--- src/rtl/led_pattern_ctrl_pkg.sv ---
// Shared types and defaults for the LED pattern controller.
package led_pattern_ctrl_pkg;

  typedef enum logic [1:0] {
    ModeStatic = 2'd0,
    ModeBlink  = 2'd1,
    ModeRotL   = 2'd2,
    ModeRotR   = 2'd3
  } led_mode_e;

  localparam int unsigned DefaultPrescale = 50000;
  localparam logic [7:0]  DutyFull        = 8'd255;

endpackage

--- src/rtl/led_tick_gen.sv ---
// Prescaler: counts 0..PRESCALE-1 and flags the wrap cycle with a one-cycle tick.
module led_tick_gen #(
  parameter int unsigned PRESCALE = 4
) (
  input  logic clk,
  input  logic rst_n,
  input  logic i_clear,
  output logic o_tick
);

  localparam int unsigned CntW = (PRESCALE > 1) ? $clog2(PRESCALE) : 1;

  logic [CntW-1:0] r_cnt;
  logic            w_wrap;

  assign w_wrap = (r_cnt == CntW'(PRESCALE - 1));
  assign o_tick = w_wrap;

  always_ff @(posedge clk or negedge rst_n) begin
    if (!rst_n) begin
      r_cnt <= '0;
    end else if (i_clear || w_wrap) begin
      r_cnt <= '0;
    end else begin
      r_cnt <= r_cnt + CntW'(1);
    end
  end

endmodule

--- src/rtl/led_pattern_ctrl.sv ---
// LED pattern controller: latches a config snapshot on cfg_update and drives static/blink/rotate
// patterns. Optional PWM dimming is enabled by defining LED_PATTERN_CTRL_PWM_EN.
module led_pattern_ctrl
  import led_pattern_ctrl_pkg::*;
#(
  parameter int unsigned LED_W    = 8,
  parameter int unsigned PRESCALE = DefaultPrescale,
  parameter int unsigned PERIOD_W = 16
) (
  input  logic                clk,
  input  logic                rst_n,
  input  logic [LED_W-1:0]    i_cfg_value,
  input  logic [1:0]          i_cfg_mode,
  input  logic [PERIOD_W-1:0] i_cfg_period,
  input  logic [7:0]          i_cfg_duty,
  input  logic                i_cfg_update,
  output logic [LED_W-1:0]    o_led,
  output logic                o_step_pulse
);

  logic [LED_W-1:0]    r_value;
  led_mode_e           r_mode;
  logic [PERIOD_W-1:0] r_period;
  logic [7:0]          r_duty;

  logic [PERIOD_W-1:0] r_step_cnt;
  logic [LED_W-1:0]    r_pat;
  logic                r_phase;
  logic [LED_W-1:0]    r_led;
  logic                r_step_pulse;

  logic                w_tick;
  logic [PERIOD_W-1:0] w_period_m1;
  logic                w_step_last;
  logic                w_step;
  logic [LED_W-1:0]    w_pat_next;
  logic                w_phase_next;
  logic [LED_W-1:0]    w_pattern;
  logic [LED_W-1:0]    w_led_next;

  always_ff @(posedge clk or negedge rst_n) begin
    if (!rst_n) begin
      r_value  <= '0;
      r_mode   <= ModeStatic;
      r_period <= PERIOD_W'(1);
      r_duty   <= DutyFull;
    end else if (i_cfg_update) begin
      r_value  <= i_cfg_value;
      r_mode   <= led_mode_e'(i_cfg_mode);
      r_period <= i_cfg_period;
      r_duty   <= i_cfg_duty;
    end
  end

  led_tick_gen #(
    .PRESCALE (PRESCALE)
  ) u_tick_gen (
    .clk     (clk),
    .rst_n   (rst_n),
    .i_clear (i_cfg_update),
    .o_tick  (w_tick)
  );

  // Period 0 folds onto period 1.
  assign w_period_m1 = (r_period == '0) ? '0 : r_period - PERIOD_W'(1);
  assign w_step_last = (r_step_cnt >= w_period_m1);
  // A restart on the same edge as a step suppresses the step.
  assign w_step      = w_tick && w_step_last && !i_cfg_update;

  always_ff @(posedge clk or negedge rst_n) begin
    if (!rst_n) begin
      r_step_cnt <= '0;
    end else if (i_cfg_update) begin
      r_step_cnt <= '0;
    end else if (w_tick) begin
      r_step_cnt <= w_step_last ? '0 : r_step_cnt + PERIOD_W'(1);
    end
  end

  always_comb begin
    w_pat_next   = r_pat;
    w_phase_next = r_phase;
    case (r_mode)
      ModeBlink: w_phase_next = ~r_phase;
      ModeRotL:  w_pat_next   = {r_pat[LED_W-2:0], r_pat[LED_W-1]};
      ModeRotR:  w_pat_next   = {r_pat[0], r_pat[LED_W-1:1]};
      default:   w_pat_next   = r_pat;
    endcase
  end

  always_ff @(posedge clk or negedge rst_n) begin
    if (!rst_n) begin
      r_pat   <= '0;
      r_phase <= 1'b0;
    end else if (i_cfg_update) begin
      r_pat   <= i_cfg_value;
      r_phase <= 1'b0;
    end else if (w_step) begin
      r_pat   <= w_pat_next;
      r_phase <= w_phase_next;
    end
  end

  assign w_pattern = ((r_mode == ModeBlink) && r_phase) ? '0 : r_pat;

`ifdef LED_PATTERN_CTRL_PWM_EN
  logic [7:0] r_pwm_cnt;
  logic       w_pwm_on;

  // Free-running 255-cycle PWM frame; not restarted by cfg_update.
  always_ff @(posedge clk or negedge rst_n) begin
    if (!rst_n) begin
      r_pwm_cnt <= '0;
    end else if (r_pwm_cnt == 8'd254) begin
      r_pwm_cnt <= '0;
    end else begin
      r_pwm_cnt <= r_pwm_cnt + 8'd1;
    end
  end

  assign w_pwm_on   = (r_pwm_cnt < r_duty);
  assign w_led_next = w_pattern & {LED_W{w_pwm_on}};
`else
  logic w_unused_duty;

  assign w_unused_duty = ^r_duty;
  assign w_led_next    = w_pattern;
`endif

  always_ff @(posedge clk or negedge rst_n) begin
    if (!rst_n) begin
      r_led        <= '0;
      r_step_pulse <= 1'b0;
    end else begin
      r_led        <= w_led_next;
      r_step_pulse <= w_step;
    end
  end

  assign o_led        = r_led;
  assign o_step_pulse = r_step_pulse;

endmodule

--- config.mk ---
export PLATFORM = sky130hd
export DESIGN_NAME = led_pattern_ctrl
export DESIGN_NICKNAME = d
export VERILOG_FILES = /design/src/rtl/led_pattern_ctrl_pkg.sv /design/src/rtl/led_tick_gen.sv /design/src/rtl/led_pattern_ctrl.sv
export SDC_FILE = /design/constraint.sdc
export NUM_CORES = 1
export LEC_CHECK = 0
export ABC_AREA = 1
export ABC_CLOCK_PERIOD_IN_PS = 7120
export CORE_UTILIZATION = 61
export CTS_CLUSTER_SIZE = 8
export DETAILED_ROUTE_END_ITERATION = 16
export GPL_ROUTABILITY_DRIVEN = 1
export PLACE_DENSITY = 0.95
export SLEW_MARGIN = 20
export SYNTH_ARGS = -nofsm -noshare
export SYNTH_HDL_FRONTEND = slang
export SYNTH_HIERARCHICAL = 1
export SYNTH_SLANG_ARGS = --single-unit
export TNS_END_PERCENT = 30
--- constraint.sdc ---
create_clock -name clk -period 7.12 [get_ports clk]
set_input_delay 0.712 -clock clk [delete_from_list [all_inputs] [get_ports clk]]
set_output_delay 0.712 -clock clk [all_outputs]
set_load 0.005 [all_outputs]
=== Yosys cells after proc, flatten, opt, wreduce, memory -nomap -nowiden ===
Index checks and enable logic that the tools add are counted.

* Register bits after elaboration: 68
* Input port bits: 37
* Output and inout bits: 9
* Logic and storage cells: 41

* Add/subtract/negate cells: 3
* Magnitude comparators: 1
* Equal/unequal tests: 4
* Muxes and demuxes: 12
* Bitwise logic cells: 1
* Reduce and logical (&&, ||, !) cells: 12

{| class="wikitable"
|+ Operator list
! operator !! count
|-
| 16-bit 2-to-1 mux || 5
|-
| 16-bit by 1-bit adder with 16-bit output, second input constant || 2
|-
| 8-bit 2-to-1 mux || 3
|-
| 16-bit equality test, second input constant || 1
|-
| 16-bit >= comparator || 1
|-
| 16-bit zero test || 1
|-
| 8-bit one-hot mux with 2 select lines || 1
|-
| 16-bit by 1-bit subtractor with 16-bit output, second input constant || 1
|-
| 2-bit nonzero test || 3
|-
| 2-bit equality test, second input constant || 2
|-
| 2-bit AND reduction || 2
|-
| 1-bit logical AND || 3
|-
| 1-bit 2-to-1 mux || 3
|-
| 3-bit nonzero test || 1
|-
| 2-bit by 1-bit equality test with 1-bit output, second input constant || 1
|-
| 1-bit zero test || 1
|-
| 1-bit logical OR || 1
|-
| 1-bit NOT || 1
|}

=== Longest topological paths before layout ===
* Depth after elaboration: 7
* Mapped depth: 21
* Depth with buffers taken out: 21

=== Cells and area by module ===
The synthesis kept the hierarchy.

{| class="wikitable"
|+ By module, submodules not included
! module !! instances !! cells an instance !! area an instance (um2) !! seq. area each (um2)
|-
| led_pattern_ctrl || 1 || 440 || 3241.9 || 1302.5
|-
| led_tick_gen || 1 || 123 || 960.9 || 400.4
|}

=== Worst setup path after synthesis ===
No wires, ideal clock.

* Path type: register to register
* Start: register r_period[0]
* End: register r_pat[1]
* Setup time: 117 ps
* Data arrival time: 2541 ps
* Data required time: 7003 ps
* Slack: 4462 ps
* Stages on the path, launching flop included: 17
* Cells stage by stage: dfstp_2 -> inv_1 -> ha_1 -> nand2_2 -> nor2_4 -> inv_1 -> nor3_1 -> or3b_1 -> ha_1 -> nand2_1 -> o21ai_0 -> a21oi_1 -> nand2_4 -> nand3_2 -> nand2_4 -> nand2_1 -> nand2_1

* Word-level cells in the longest chain between the ends: 7
* Elaborated cells between the ends (all ways): 8
* Those cells by class: add/sub (1); order compare (1); mux (1); reduce/logical (5)

{| class="wikitable"
|+ Ends and longest elaborated chain
! item !! line !! RTL
|-
| start: declaration || led_pattern_ctrl.sv:23 || <nowiki>logic [PERIOD_W-1:0] r_period;</nowiki>
|-
| start signal: assignment || led_pattern_ctrl.sv:50 || <nowiki>r_period <= i_cfg_period;</nowiki>
|-
| 16-bit by 1-bit subtractor with 16-bit output / 16-bit zero test (equally long branches) || led_pattern_ctrl.sv:65 || <nowiki>assign w_period_m1 = (r_period == '0) ? '0 : r_period - PERIOD_W'(1);</nowiki>
|-
| 16-bit 2-to-1 mux * || led_pattern_ctrl.sv:65 ||
|-
| 16-bit >= comparator * || led_pattern_ctrl.sv:66 || <nowiki>assign w_step_last = (r_step_cnt >= w_period_m1);</nowiki>
|-
| 1-bit logical AND * (2 in a row) || led_pattern_ctrl.sv:68 || <nowiki>assign w_step = w_tick && w_step_last && !i_cfg_update;</nowiki>
|-
| 2-bit nonzero test (no source line) * || -- ||
|-
| 2-bit AND reduction (no source line) * || -- ||
|-
| end signal: assignment || led_pattern_ctrl.sv:96 || <nowiki>r_pat <= i_cfg_value;</nowiki>
|-
| end signal: assignment || led_pattern_ctrl.sv:99 || <nowiki>r_pat <= w_pat_next;</nowiki>
|-
| end: declaration || led_pattern_ctrl.sv:27 || <nowiki>logic [LED_W-1:0] r_pat;</nowiki>
|}

Mark *: on every way between the ends. The rest lies on a longest branch, timed or not.
A chain may end at the register's enable or synchronous reset.

=== Worst setup path in the final report ===
* Start: register r_period[1]
* End: register r_pat[0]

The elaborated chain is that of the path after synthesis.

==> impl_results.md <==
* Vias in the first global route at 3631
* Commonest non-fill, non-tap cell in the layout: nand2_1
* CTS tree: done
* Antenna diodes at 0
* Post-CTS setup buffer count at 0
* Gr ovfl total at 0
* Cells after synthesis at 563
* Synth unique cells at 35
* Max-cap violation count at 0
* Post-Syn Area per Cell at 7.46 um^2
* GP Congestion at 0.874
* Status: finished, final reports clean
* Flop2flop setup slack at 3.97 ns
* H-tree depth at 3
* # fillers at 430
* Pwr Density at 182 nW/um^2
* PostCTS Resize Cnt at 0
* Post-Syn Nets at 620
* Setup TNS Final at 0 ns
* Layout net count at 658
* Worst vdd ir at 0.138 mV
* Worst-margin pin slew at 0.853 ns
* Clock root cell: clkbuf_8
* Top cell type's share of synthesized area at 0.399
* Setup violators final at 0
* Clk pwr share at 0.361
* Pint at 0.000627 W
* FF-to-FF path depth at 18
* Combinational share of power at 0.150
* Total vias in the final route at 3789
* CTS Buffer Depth at 2
* Crit Path Category: reg -> reg
* Clk Latency, worst-skew pair at 0.36 ns
* Seq cells post-synth at 68
* Leakage dissipation at 2.30 nW
* Post-Syn Area at 4200 um^2
* TritonRoute pass-1 iters at 5
* Initial DRC count at 298
* Most frequent cells in the layout: nand2_1, inv_1, dfrtp_1
* CTS Sinks at 68
* First-pass GRT wire length at 15800 um
* Inserted Clock Buffers at 9
* DRT antenna net count at 0
* Sequential Power Share at 0.489
* Relative slew margins at 0.431
* Top cells by area, synth: dfrtp_1, nand2_1, inv_1
* Power Total at 0.000873 W
* Data arrival, critical path at 3.40 ns
* Final Skew at 0.0101 ns
* Initial antenna violation count at 0
* Die area at 7230 um^2
* Starting Density at 0.647
* WHS Endpoint: u_tick_gen/r_cnt[0]
* Worst r2r dst: r_pat[0]
* Endpoint class of the critical path: register
* Reg2reg start: r_period[1]
* RSZ-0062 raised after global routing: no
* Tcrit/Tclk final at 0.443
* Layout cells sized above 1 at 0.0924
* # rows at 29
* Total Wirelength at 9010 um
* Core box area at 6490 um^2
* Worst path required time at 7.37 ns
* Fraction of power spent switching nets at 0.282
* Pin count of the biggest net entering global routing at 69
* Crit Path Max Fanout at 9
* DRC at 0
* I/O pins at 46
* Avg WL per Cell at 13.2 um
* Hold Path Cell Cnt at 1
* Seq/Total Area, Yosys at 0.405
* Overall Global Routing Usage at 0.276
* Hold Path Class: reg -> reg
* Area growth syn-to-layout at 14.4%
* # hold bufs at CTS at 0
* Synth Warn # at 6
* Die Y-Extent at 85.0 um
* CTS clk-pin slew, worst paths at 0.08 ns
* Worst setup SP type: register
* Die width at 85.0 um
* HP Start: u_tick_gen/r_cnt[0]
* Port-buffer cells at 37
* Synth area leader: dfrtp_1
* Post-DR vias/cell at 5.55
* Pins Over Slew Limit at 0
* Crit path time final at 3.15 ns
* Fmax at 317 MHz
* Hpwl dp at 6390 um
* Hold violation total from the final report at 0
* Net switching power at 0.000246 W
-- synthesized netlist by cell type --
library cell and number:
buf_2 1, inv_2 4, or3b_1 1, or2_2 1, o21ai_0 37, nand3_1 38, buf_1 1, dfstp_2 1
nor4_1 1, nand2_2 4, nor3_4 1, nor3_2 2, nor2_2 15, nand2_4 3, nor2_4 3, xnor2_1 5
a21o_1 1, ha_1 20, dfrtp_1 67, nor2_1 53, nand4_1 13, xor2_1 13, nand3b_1 2, clkbuf_1 9
nand3_2 2, nand4_2 1, inv_1 67, a31oi_1 4, o21bai_1 4, a21oi_1 14, nand2_1 162, nor2_8 1
buf_12 1, nor3_1 6, o21ai_1 5
-- cell families after synthesis --
| family | synth area share |
|---|---|
| AO/OA/AOI/OAI | 0.0816 |
| XOR/XNOR | 0.0375 |
| adder cells (fa/ha/maj) | 0.0595 |
| buffers and inverters | 0.0783 |
| flip-flops | 0.405 |
| AND/OR/NAND/NOR | 0.338 |
-- final cells by class --
cell class	instances	area (um^2)	area share
Multi-Input combinational cell	412	2170	0.451
Sequential cell	68	1700	0.354
Timing Repair Buffer	39	380	0.0791
Inverter	71	267	0.0554
Clock buffer	10	128	0.0265
Tap cell	77	96.3	0.0200
Clock inverter	6	65.1	0.0135
-- critical path, stage by stage, from the launching register on --
cell     delay [ns]
dfrtp_1        0.36
inv_1          0.14
nand3_1        0.12
nor2_1         0.17
inv_1          0.11
nor2_2         0.12
nand2_1        0.12
nor2_1         0.17
a21oi_1        0.11
o21ai_0        0.22
ha_1           0.30
a21oi_1        0.12
o21ai_0        0.09
a21oi_1        0.24
nand2_4        0.14
nand3_2        0.21
nand2_4        0.12
nand2_1        0.10
nand2_1        0.06
-- power groups by stage --
stage / Combinational, W / Sequential (W) / Clock [W]
after floorplan: 0.0000786 / 0.000430 / 0
after global placement: 0.000122 / 0.000433 / 0
after detailed placement: 0.000129 / 0.000434 / 0
after CTS: 0.000131 / 0.000427 / 0.000317
after global routing: 0.000149 / 0.000430 / 0.000334
final: 0.000131 / 0.000427 / 0.000315
-- through the flow --
| stage | cells | hold slack, ns | setup slack [ns] | area [um^2] | util |
|---|---|---|---|---|---|
| after floorplan | 563 | 0.416 | 4.46 | 4200 | - |
| after global placement | 667 | 0.479 | 4.22 | 4620 | 0.711 |
| after detailed placement | 667 | 0.488 | 4.06 | 4620 | 0.711 |
| after CTS | 683 | 0.504 | 3.96 | 4810 | 0.741 |
| after global routing | 683 | 0.529 | 3.68 | 4810 | 0.741 |
| final | 683 | 0.498 | 3.97 | 4810 | 0.741 |
-- sequential cells by signal (all words and copies together), names as in the netlist --
name              cells
r_step_cnt           16
o_led                 8
r_period             16
r_phase               1
o_step_pulse          1
r_mode                2
r_pat                 8
u_tick_gen/r_cnt     16
-- metal layers --
metal	share of wire	up-vias	GRT usage	wire length (um)
li1	-	1876	-	-
met5	0	-	0	0
met1	0.42	1743	0.332	3750
met3	0.062	23	0.0447	558
met2	0.50	147	0.485	4480
met4	0.025	0	0.125	225
-- how the worst max path moves through the flow --
stage,from,endpoint,cells past startpoint
finish,r_period[1],r_pat[0],18
detailed placement,r_period[1],r_pat[0],19
global placement,r_period[8],r_pat[3],14
global route,r_period[1],r_pat[6],18
floorplan,r_period[0],r_pat[1],16
CTS,r_period[1],r_pat[0],18
(Power assumes the default switching activity.)
